==> src/rtl/pipe_ctrl_if.sv <==
// pipe_ctrl_if
// Bundles every non-clock, non-reset signal of the pipeline stall/flush
// controller.
//   master modport : pipeline side. Drives the hazard, divide, bus and jump
//                    inputs and receives stall/flush/redirect and counters.
//   slave  modport : the controller itself.
// Signals:
//   id_rs1_i/id_rs2_i, id_rs1_re_i/id_rs2_re_i : source regs of the ID instruction
//   ex_inst_is_load_i, ex_rd_i                 : load and destination held in ID/EX
//   div_req_i, div_ready_i, div_start_o        : divider handshake
//   mem_req_i, mem_ack_i, bus_err_o            : bus wait and timeout
//   jump_req_i, jump_addr_i                    : jump resolved in EX
//   jump_o, jump_addr_o, flush_jump_o          : PC redirect and flush
//   stall_o                                    : per-stage hold vector
//   cnt_stall_o, cnt_flush_o                   : event counters
interface pipe_ctrl_if #(
   parameter int ADDR_WIDTH = 32
);
   logic [4:0]            id_rs1_i;
   logic [4:0]            id_rs2_i;
   logic                  id_rs1_re_i;
   logic                  id_rs2_re_i;
   logic                  ex_inst_is_load_i;
   logic [4:0]            ex_rd_i;
   logic                  div_req_i;
   logic                  div_ready_i;
   logic                  mem_req_i;
   logic                  mem_ack_i;
   logic                  jump_req_i;
   logic [ADDR_WIDTH-1:0] jump_addr_i;
   logic [5:0]            stall_o;
   logic                  flush_jump_o;
   logic                  jump_o;
   logic [ADDR_WIDTH-1:0] jump_addr_o;
   logic                  div_start_o;
   logic                  bus_err_o;
   logic [31:0]           cnt_stall_o;
   logic [31:0]           cnt_flush_o;

   modport master (
      output id_rs1_i, id_rs2_i, id_rs1_re_i, id_rs2_re_i,
             ex_inst_is_load_i, ex_rd_i, div_req_i, div_ready_i,
             mem_req_i, mem_ack_i, jump_req_i, jump_addr_i,
      input  stall_o, flush_jump_o, jump_o, jump_addr_o, div_start_o,
             bus_err_o, cnt_stall_o, cnt_flush_o
   );

   modport slave (
      input  id_rs1_i, id_rs2_i, id_rs1_re_i, id_rs2_re_i,
             ex_inst_is_load_i, ex_rd_i, div_req_i, div_ready_i,
             mem_req_i, mem_ack_i, jump_req_i, jump_addr_i,
      output stall_o, flush_jump_o, jump_o, jump_addr_o, div_start_o,
             bus_err_o, cnt_stall_o, cnt_flush_o
   );
endinterface

==> src/rtl/pipe_ctrl.sv <==
// pipe_ctrl
// Stall/flush controller for the five-stage core. It sequences a load-use
// hazard, a multi-cycle divide and a bus wait with timeout. It drives the
// 6-bit stall vector (0 PC, 1 IF/ID, 2 ID, 3 EX, 4 MEM, 5 WB) and the jump
// redirect/flush, and it counts stalled and flushed cycles.
// Ports:
//   clk_i : clock
//   rst_i : asynchronous active-high reset
//   bus   : pipe_ctrl_if slave modport (all handshake/bus signals)
module pipe_ctrl #(
   parameter int ADDR_WIDTH = 32,
   parameter int TIMEOUT    = 16
) (
   input  logic        clk_i,
   input  logic        rst_i,
   pipe_ctrl_if.slave  bus
);

   typedef enum logic [1:0] {RUN, DIV_WAIT, MEM_WAIT} state_t;

   state_t                state;
   state_t                next_state;
   logic [7:0]            wait_cnt;
   logic                  bus_err;
   logic [31:0]           cnt_stall;
   logic [31:0]           cnt_flush;

   logic                  lu;
   logic [5:0]            stall;
   logic                  flush;
   logic [ADDR_WIDTH-1:0] jump_addr;
   logic                  div_start;
   logic                  set_err;
   logic                  clr_cnt;
   logic                  inc_cnt;

   // Mealy decode of stall/redirect. Priority in RUN is bus wait, then
   // divide, then jump, then load-use. A taken jump hides the load-use
   // stall because the dependent instruction is being flushed anyway.
   // While reset is high every combinational output is held at zero.
   always_comb begin
      lu = bus.ex_inst_is_load_i && (bus.ex_rd_i != 5'd0) &&
           ((bus.id_rs1_re_i && (bus.id_rs1_i == bus.ex_rd_i)) ||
            (bus.id_rs2_re_i && (bus.id_rs2_i == bus.ex_rd_i)));
      stall      = 6'b000000;
      flush      = 1'b0;
      jump_addr  = {ADDR_WIDTH{1'b0}};
      div_start  = 1'b0;
      next_state = state;
      set_err    = 1'b0;
      clr_cnt    = 1'b0;
      inc_cnt    = 1'b0;
      if (!rst_i) begin
         case (state)
            RUN: begin
               // In the bus_err cycle MEM has aborted the access, so a
               // still-high mem_req must not start another wait.
               if (bus.mem_req_i && !bus.mem_ack_i && !bus_err) begin
                  stall      = 6'b011111;
                  next_state = MEM_WAIT;
                  clr_cnt    = 1'b1;
               end else if (bus.div_req_i && !bus.div_ready_i) begin
                  stall      = 6'b001111;
                  div_start  = 1'b1;
                  next_state = DIV_WAIT;
               end else if (bus.jump_req_i) begin
                  flush     = 1'b1;
                  jump_addr = bus.jump_addr_i;
               end else if (lu) begin
                  stall = 6'b000111;
               end
            end
            DIV_WAIT: begin
               if (bus.div_ready_i) begin
                  next_state = RUN;
               end else begin
                  stall = 6'b001111;
               end
            end
            MEM_WAIT: begin
               if (bus.mem_ack_i) begin
                  next_state = RUN;
               end else if (wait_cnt == 8'(TIMEOUT - 1)) begin
                  stall      = 6'b011111;
                  next_state = RUN;
                  set_err    = 1'b1;
               end else begin
                  stall   = 6'b011111;
                  inc_cnt = 1'b1;
               end
            end
            default: next_state = RUN;
         endcase
      end
   end

   // State, wait counter, one-cycle bus error pulse and event counters.
   always_ff @(posedge clk_i or posedge rst_i) begin
      if (rst_i) begin
         state     <= RUN;
         wait_cnt  <= 8'd0;
         bus_err   <= 1'b0;
         cnt_stall <= 32'd0;
         cnt_flush <= 32'd0;
      end else begin
         state   <= next_state;
         bus_err <= set_err;
         if (clr_cnt) begin
            wait_cnt <= 8'd0;
         end else if (inc_cnt) begin
            wait_cnt <= wait_cnt + 8'd1;
         end
         if (stall[0]) begin
            cnt_stall <= cnt_stall + 32'd1;
         end
         if (flush) begin
            cnt_flush <= cnt_flush + 32'd1;
         end
      end
   end

   assign bus.stall_o      = stall;
   assign bus.flush_jump_o = flush;
   assign bus.jump_o       = flush;
   assign bus.jump_addr_o  = jump_addr;
   assign bus.div_start_o  = div_start;
   assign bus.bus_err_o    = bus_err;
   assign bus.cnt_stall_o  = cnt_stall;
   assign bus.cnt_flush_o  = cnt_flush;

endmodule

==> src/flat_wrapper.sv <==
// flat-port wrapper written by rule: the top's interface ports become plain ports
module pipe_ctrl_flat 
#(
   parameter int ADDR_WIDTH = 32,
   parameter int TIMEOUT    = 16
)
  (clk_i, rst_i, bus_id_rs1_i, bus_id_rs2_i, bus_id_rs1_re_i, bus_id_rs2_re_i, bus_ex_inst_is_load_i, bus_ex_rd_i, bus_div_req_i, bus_div_ready_i, bus_mem_req_i, bus_mem_ack_i, bus_jump_req_i, bus_jump_addr_i, bus_stall_o, bus_flush_jump_o, bus_jump_o, bus_jump_addr_o, bus_div_start_o, bus_bus_err_o, bus_cnt_stall_o, bus_cnt_flush_o);
  pipe_ctrl_if #(.ADDR_WIDTH(ADDR_WIDTH)) bus_i ();
  input  logic clk_i;
  input  logic rst_i;
  input wire logic [$bits(bus_i.id_rs1_i)-1:0] bus_id_rs1_i;
  input wire logic [$bits(bus_i.id_rs2_i)-1:0] bus_id_rs2_i;
  input wire logic [$bits(bus_i.id_rs1_re_i)-1:0] bus_id_rs1_re_i;
  input wire logic [$bits(bus_i.id_rs2_re_i)-1:0] bus_id_rs2_re_i;
  input wire logic [$bits(bus_i.ex_inst_is_load_i)-1:0] bus_ex_inst_is_load_i;
  input wire logic [$bits(bus_i.ex_rd_i)-1:0] bus_ex_rd_i;
  input wire logic [$bits(bus_i.div_req_i)-1:0] bus_div_req_i;
  input wire logic [$bits(bus_i.div_ready_i)-1:0] bus_div_ready_i;
  input wire logic [$bits(bus_i.mem_req_i)-1:0] bus_mem_req_i;
  input wire logic [$bits(bus_i.mem_ack_i)-1:0] bus_mem_ack_i;
  input wire logic [$bits(bus_i.jump_req_i)-1:0] bus_jump_req_i;
  input wire logic [$bits(bus_i.jump_addr_i)-1:0] bus_jump_addr_i;
  output wire logic [$bits(bus_i.stall_o)-1:0] bus_stall_o;
  output wire logic [$bits(bus_i.flush_jump_o)-1:0] bus_flush_jump_o;
  output wire logic [$bits(bus_i.jump_o)-1:0] bus_jump_o;
  output wire logic [$bits(bus_i.jump_addr_o)-1:0] bus_jump_addr_o;
  output wire logic [$bits(bus_i.div_start_o)-1:0] bus_div_start_o;
  output wire logic [$bits(bus_i.bus_err_o)-1:0] bus_bus_err_o;
  output wire logic [$bits(bus_i.cnt_stall_o)-1:0] bus_cnt_stall_o;
  output wire logic [$bits(bus_i.cnt_flush_o)-1:0] bus_cnt_flush_o;
  assign bus_i.id_rs1_i = bus_id_rs1_i;
  assign bus_i.id_rs2_i = bus_id_rs2_i;
  assign bus_i.id_rs1_re_i = bus_id_rs1_re_i;
  assign bus_i.id_rs2_re_i = bus_id_rs2_re_i;
  assign bus_i.ex_inst_is_load_i = bus_ex_inst_is_load_i;
  assign bus_i.ex_rd_i = bus_ex_rd_i;
  assign bus_i.div_req_i = bus_div_req_i;
  assign bus_i.div_ready_i = bus_div_ready_i;
  assign bus_i.mem_req_i = bus_mem_req_i;
  assign bus_i.mem_ack_i = bus_mem_ack_i;
  assign bus_i.jump_req_i = bus_jump_req_i;
  assign bus_i.jump_addr_i = bus_jump_addr_i;
  assign bus_stall_o = bus_i.stall_o;
  assign bus_flush_jump_o = bus_i.flush_jump_o;
  assign bus_jump_o = bus_i.jump_o;
  assign bus_jump_addr_o = bus_i.jump_addr_o;
  assign bus_div_start_o = bus_i.div_start_o;
  assign bus_bus_err_o = bus_i.bus_err_o;
  assign bus_cnt_stall_o = bus_i.cnt_stall_o;
  assign bus_cnt_flush_o = bus_i.cnt_flush_o;
  pipe_ctrl #(.ADDR_WIDTH(ADDR_WIDTH), .TIMEOUT(TIMEOUT)) u_core (.clk_i(clk_i), .rst_i(rst_i), .bus(bus_i));
endmodule
==> config.mk <==
export PLATFORM = sky130hd
export DESIGN_NAME = pipe_ctrl_flat
export DESIGN_NICKNAME = d
export VERILOG_FILES = /design/src/rtl/pipe_ctrl_if.sv /design/src/rtl/pipe_ctrl.sv /design/src/flat_wrapper.sv
export SDC_FILE = /design/constraint.sdc
export NUM_CORES = 1
export LEC_CHECK = 0
export ABC_AREA = 1
export CAP_MARGIN = 20
export CORE_AREA = 5 5 125 127
export DETAILED_ROUTE_END_ITERATION = 16
export DIE_AREA = 0 0 130 132
export PLACE_DENSITY_LB_ADDON = 0.05
export SETUP_SLACK_MARGIN = 0.1
export SYNTH_ARGS = -nofsm -noshare
export SYNTH_HDL_FRONTEND = slang
export SYNTH_SLANG_ARGS = --single-unit
==> constraint.sdc <==
create_clock -name clk_i -period 5.4 [get_ports clk_i]
set_clock_uncertainty 0.2 [all_clocks]
set_input_delay 1.08 -clock clk_i [delete_from_list [all_inputs] [get_ports clk_i]]
set_output_delay 1.08 -clock clk_i [all_outputs]
set_load 0.02 [all_outputs]
# == After elaboration in Yosys (flattened, before gate mapping) ==
# Cells that the tools add are included.
# word_totals
ff_bits,75
latch_bits,0
ram_bits,0
mem_bits_ro,0
inputBits,57
n_memories,0
# op_classes
add_sub_neg,3
multipliers,0
n_div,0
magnitude_cmp,0
eq_ne,8
n_shift,0
mux,41
bitwise,1
reduce_logical,15
# ops
cell,count
32-bit two-way mux,5
32-bit by 1-bit adder with 32-bit output (second input constant),2
6-bit two-way mux,4
1-bit two-way mux,20
6-bit one-hot mux with 3 select lines,1
8-bit two-way mux,2
5-bit equality test,2
2-bit two-way mux,5
8-bit by 1-bit adder with 8-bit output (second input constant),1
8-bit by 4-bit equality test with 1-bit output (second input constant),1
1-bit logical AND,7
2-bit one-hot mux with 3 select lines,1
5-bit two-way mux,1
5-bit nonzero test,1
4-bit two-way mux,1
4-bit AND reduction,1
1-bit zero test,3
3-bit two-way mux,1
3-bit by 1-bit != test with 1-bit output (second input constant),1
3-bit by 2-bit != test with 1-bit output (second input constant),1
2-bit by 1-bit equality test with 1-bit output (second input constant),1
2-bit equality test (second input constant),1
2-bit zero test,1
2-bit != test (second input constant),1
other kinds (3),3

# == Logic depth before layout (Yosys ltp) ==
# depth
depth_word,10
ltp_mapped,11
mapped_depth_nobuf,10

# == Least setup slack after synthesis ==
# Ideal clock, no wire load.
# synth_path
path_type,input -> output
startpoint,in rst_i
endpoint,out bus_stall_o[1]
arrival_ps,4025
path_slack_ps,95
cell_stages,5
n_path_buf,2
path_cell_list,clkinv_1 -> nand2_1 -> nand2_4 -> buf_6 -> buf_4
# synth_between
elab_chain_cells,1
# synth_lines
element,line_no,text
"start, declared",flat_wrapper.sv:10,input logic rst_i;
6-bit two-way mux,pipe_ctrl.sv:53,if (!rst_i) begin
"end, declared",flat_wrapper.sv:23,output wire logic [$bits(bus_i.stall_o)-1:0] bus_stall_o;
# Every way passes these cells.

# == Final worst setup path ==
# Same ends and word-level chain as after synthesis.

==> impl_summary.log <==
[metrics] Switching Fraction: a little over a third
[metrics] yosys warns: 0
[metrics] ratio of cells with drive above 1 in the final layout: 5.96%
[metrics] total I/O pin count: ~160
[metrics] effective utilization at floorplan: 37.6%
[metrics] endpoint kind of the worst setup timing path: output pin
[metrics] total placed cells including tap cells: 1159
[metrics] worst rel slew slack: 48.1%
[metrics] Worst EP arrival: 3.18 ns
[metrics] sequential fraction of the synthesis area: 34.9%
[metrics] RSZ-0062 raised after global routing: false
[metrics] area used by sequential logic in the layout: about 1900 µm²
[metrics] H-tree depth reported by CTS: 3
[metrics] Critical-path top delay cell: clkdlybuf4s50_1
[metrics] outcome: complete, no violations
[metrics] setup fix buffers added after clock tree synthesis: 0
[metrics] Core Box Area: 14300 µm²
[metrics] CTS sink cnt: 75
[metrics] CP bufs+invs: 4
[metrics] Worst-Margin Slew: 0.779 ns
[metrics] power density of the placed cells: 263 nW/µm²
[metrics] Gate power share: 32.6%
[metrics] CP Cell Sequence: clkdlybuf4s50_1 -> clkinv_2 -> buf_4 -> nand2_1 -> nand2_4 -> clkdlybuf4s50_1
[metrics] overall die height: approximately 130 µm
[metrics] number of global-route vias before repair: 4901
[metrics] hold wc startpoint: u_core.bus.cnt_flush_o[12]
[metrics] # rows: 44
[metrics] most common cell type on the critical path: clkdlybuf4s50_1
[metrics] total setup violations reported at the end of the flow: 0
[metrics] Iteration-0 DRC Markers: 246
[metrics] Power Internal: 1.24 mW
[metrics] Distinct cells, synth: 30
[metrics] clock network fraction of design power: ~30%
[metrics] worst supply voltage drop on vdd: 220 µV
[metrics] r2r setup slk: 3.40 ns
[metrics] number of fill cells in the layout: 1486
[metrics] root buffer selected by CTS: clkbuf_16
[metrics] type of the tightest min-delay check: register to register
[metrics] antenna violations before repair: 0
[metrics] Final Hold Violating Endpoints: 0
[metrics] post-detailed-route count of antenna-violating nets: 0
[metrics] post-cts resize count: 0
[metrics] cell area after synthesis: between 5000 and 6000 µm²
[metrics] number of max-cap violations: 0
[metrics] worst path required time: 4.12 ns
[metrics] Residual DRC: 0
[metrics] Routed WL per cell: approximately 13 µm
[metrics] top achievable clock speed: 224 MHz
[metrics] Placed Area: 7140 µm²
[metrics] clock-pin slew reported for the worst setup and hold paths after clock tree synthesis: 0.05 ns
[metrics] top cell type's share of synthesized area: 34.9%
[metrics] net count of the mapped netlist: about 890
[metrics] post-layout minimum cycle time: roughly 4.5 ns
[metrics] diodes inserted: 0
[metrics] worst setup path class: primary input to output pin
[metrics] Total Power: 1.95 mW
[metrics] drt pass-1 iters: 4
[metrics] startpoint type of the worst setup path: primary input
[metrics] count of mapped cells out of synthesis: 828
[metrics] terminating pin of the worst hold path: u_core.bus.cnt_flush_o[12]
[metrics] vias per inst: 4.59
[metrics] startpoint of the worst-slack reg-to-reg timing path: u_core.bus.cnt_flush_o[0]
[metrics] total number of vias: between 5000 and 6000
[metrics] highest cell delay on the worst timing path: between 0.6 and 0.7 ns
[metrics] setup TNS: 0 ns
[metrics] Num CTS Buffers: 9
[metrics] total routing usage reported by global routing: approximately 18%
[metrics] cell leakage power: 3.44 nW
[metrics] clock latency at the later pin of the worst-skew pair: 0.34 ns
[metrics] capturing point of the worst reg2reg path: u_core.bus.cnt_flush_o[30]
[metrics] depth of the worst register-to-register path: 10
[metrics] floorplan die width: 130 µm
[metrics] Total Nets Final: ~1000
[metrics] Clock Path Buffers: 2
[metrics] final standard cell count with taps included and fillers excluded: 1174
[metrics] number of cells on the worst hold path: 1
[metrics] post-route cell area: 7420 µm²
[metrics] TritonCTS clock tree: done
[metrics] relative contribution of sequential cells to total power: 37.7%
[metrics] pin count of the biggest net entering global routing: 54
[metrics] global-route wire length before repair: 25.3 mm
[metrics] kind of cell adding the most delay to the critical path: buffers and inverters
[metrics] routability-driven placement congestion ratio: 0.840
[metrics] power spent charging and discharging nets: ~710 µW
[metrics] register bit total from synthesis: 75
[metrics] number of max-slew violations in the final report: 0
[metrics] final period utilization: 82.6%
[metrics] worst-path maximum fanout: 35
[metrics] Avg Inst Size Synth: 6.49 µm²
[metrics] cts-stage hold buffer count: 0
[metrics] multi-input gate area in the final layout: 3050 µm²
[metrics] area growth from synthesis to layout: 38.0%
[metrics] total half-perimeter wirelength after legalization and detailed placement: 11.9 mm
[metrics] Total Wirelength: 15.7 mm
[metrics] total of buffers placed on input and output ports: 161
[metrics] leading post-synthesis cells by cell area: dfrtp_1 (35%), nand2_1 (23%), nor2_1 (9.6%)
[metrics] global-route congestion overflow total: 0
[metrics] cell taking the most area after synthesis: dfrtp_1
[metrics] DIE AREA: roughly 17000 µm²
[placed cells by master (no fill, tap or decap), types with 4 or more instances in the layout]
cell type	count
nand3_1	56
nor2_4	9
o21ai_0	4
xor2_1	19
nand2_2	7
inv_1	81
xnor2_1	17
clkdlybuf4s50_1	161
buf_4	6
clkbuf_16	9
dfrtp_1	75
nand3b_1	21
nor3_1	8
nor2_2	8
o21ai_1	6
nand4_1	8
nor2_1	137
nand2_1	330
[power groups by stage]
| stage | clock [mW] | combinational, mW | sequential [mW] |
|---|---|---|---|
| after floorplan | 0 | 0.338 | 0.776 |
| after global routing | 0.621 | 0.701 | 0.750 |
| after CTS | 0.601 | 0.647 | 0.737 |
| after global placement | 0 | 0.640 | 0.747 |
| after detailed placement | 0 | 0.643 | 0.746 |
| final | 0.580 | 0.635 | 0.735 |
[cells by family (layout without fill, tap and decap cells)]
family / after synthesis / in the layout / share of synthesized area (%)
AO/OA/AOI/OAI: 14 / 14 / 1.47
XOR/XNOR: 36 / 36 / 5.86
adder cells (fa/ha/maj): 3 / 3 / 0.698
buffers and inverters: 105 / 267 / 8.31
flip-flops: 75 / 75 / 34.9
other: 1 / 1 / 0.0697
AND/OR/NAND/NOR: 594 / 594 / 48.7
[layer usage]
layer  share of wire [%]  vias up  global-route usage, %
met5                   0        -                      0
met4                 1.4        0                   5.02
met3                 5.9       17                   4.01
met2                  45      121                   28.7
met1                  48     2403                   25.5
li1                    -     2853                      -
[worst max-delay path by stage]
stage               start             end  slack (ns)  cells past startpoint
finish              rst_i  bus_stall_o[1]        0.94                      6
global route        rst_i  bus_stall_o[1]        0.77                      6
CTS                 rst_i  bus_stall_o[1]        0.90                      6
detailed placement  rst_i  bus_stall_o[1]        0.90                      6
global placement    rst_i  bus_stall_o[0]        0.93                      6
floorplan           rst_i  bus_stall_o[1]        1.27                      5
[metrics by stage]
stage | utilization (%) | setup slack, ns | hold WS (ns)
floorplan | - | 1.27 | 0.271
global placement | 49.9 | 0.928 | 0.290
detailed placement | 49.9 | 0.905 | 0.303
CTS | 51.8 | 0.902 | 0.319
global route | 51.8 | 0.767 | 0.342
finish | 51.8 | 0.941 | 0.323
[cells in the mapped netlist, drive strengths merged]
library cell / count
clkinv: 1
xnor2: 17
a31oi: 1
xor2: 19
conb: 1
nor3: 8
nand4: 8
nand3: 60
a21oi: 2
o21ai: 10
nand3b: 21
o22ai: 1
nor2: 156
nand2: 341
inv: 84
buf: 20
dfrtp: 75
ha: 3
[worst register-to-register path, cell delays in order, from the launching register on]
cell and delay [ns]:
dfrtp_1 0.50, ha_1 0.29, nand3_2 0.17, nor2_2 0.26, inv_1 0.06, nor2_1 0.13, nand2_1 0.07, nand2_1 0.06
nand2_1 0.05, nand2_1 0.05, o21ai_1 0.06
[state kept, by name, indices dropped and copies added, names as in the netlist]
signal / count
u_core.bus.bus_err_o: 1
u_core.bus.cnt_flush_o: 32
u_core.bus.cnt_stall_o: 32
u_core.state: 2
u_core.wait_cnt: 8
[cell type report]
class	count	area share, %
clock buffers	13	3.64
clock inverters	2	0.135
inverters	85	4.32
multi-input cells	648	41.2
flip-flops and latches	75	25.3
well taps	184	3.10
repair buffers	167	22.3
No activity file was read; power rests on OpenSTA's default activity.
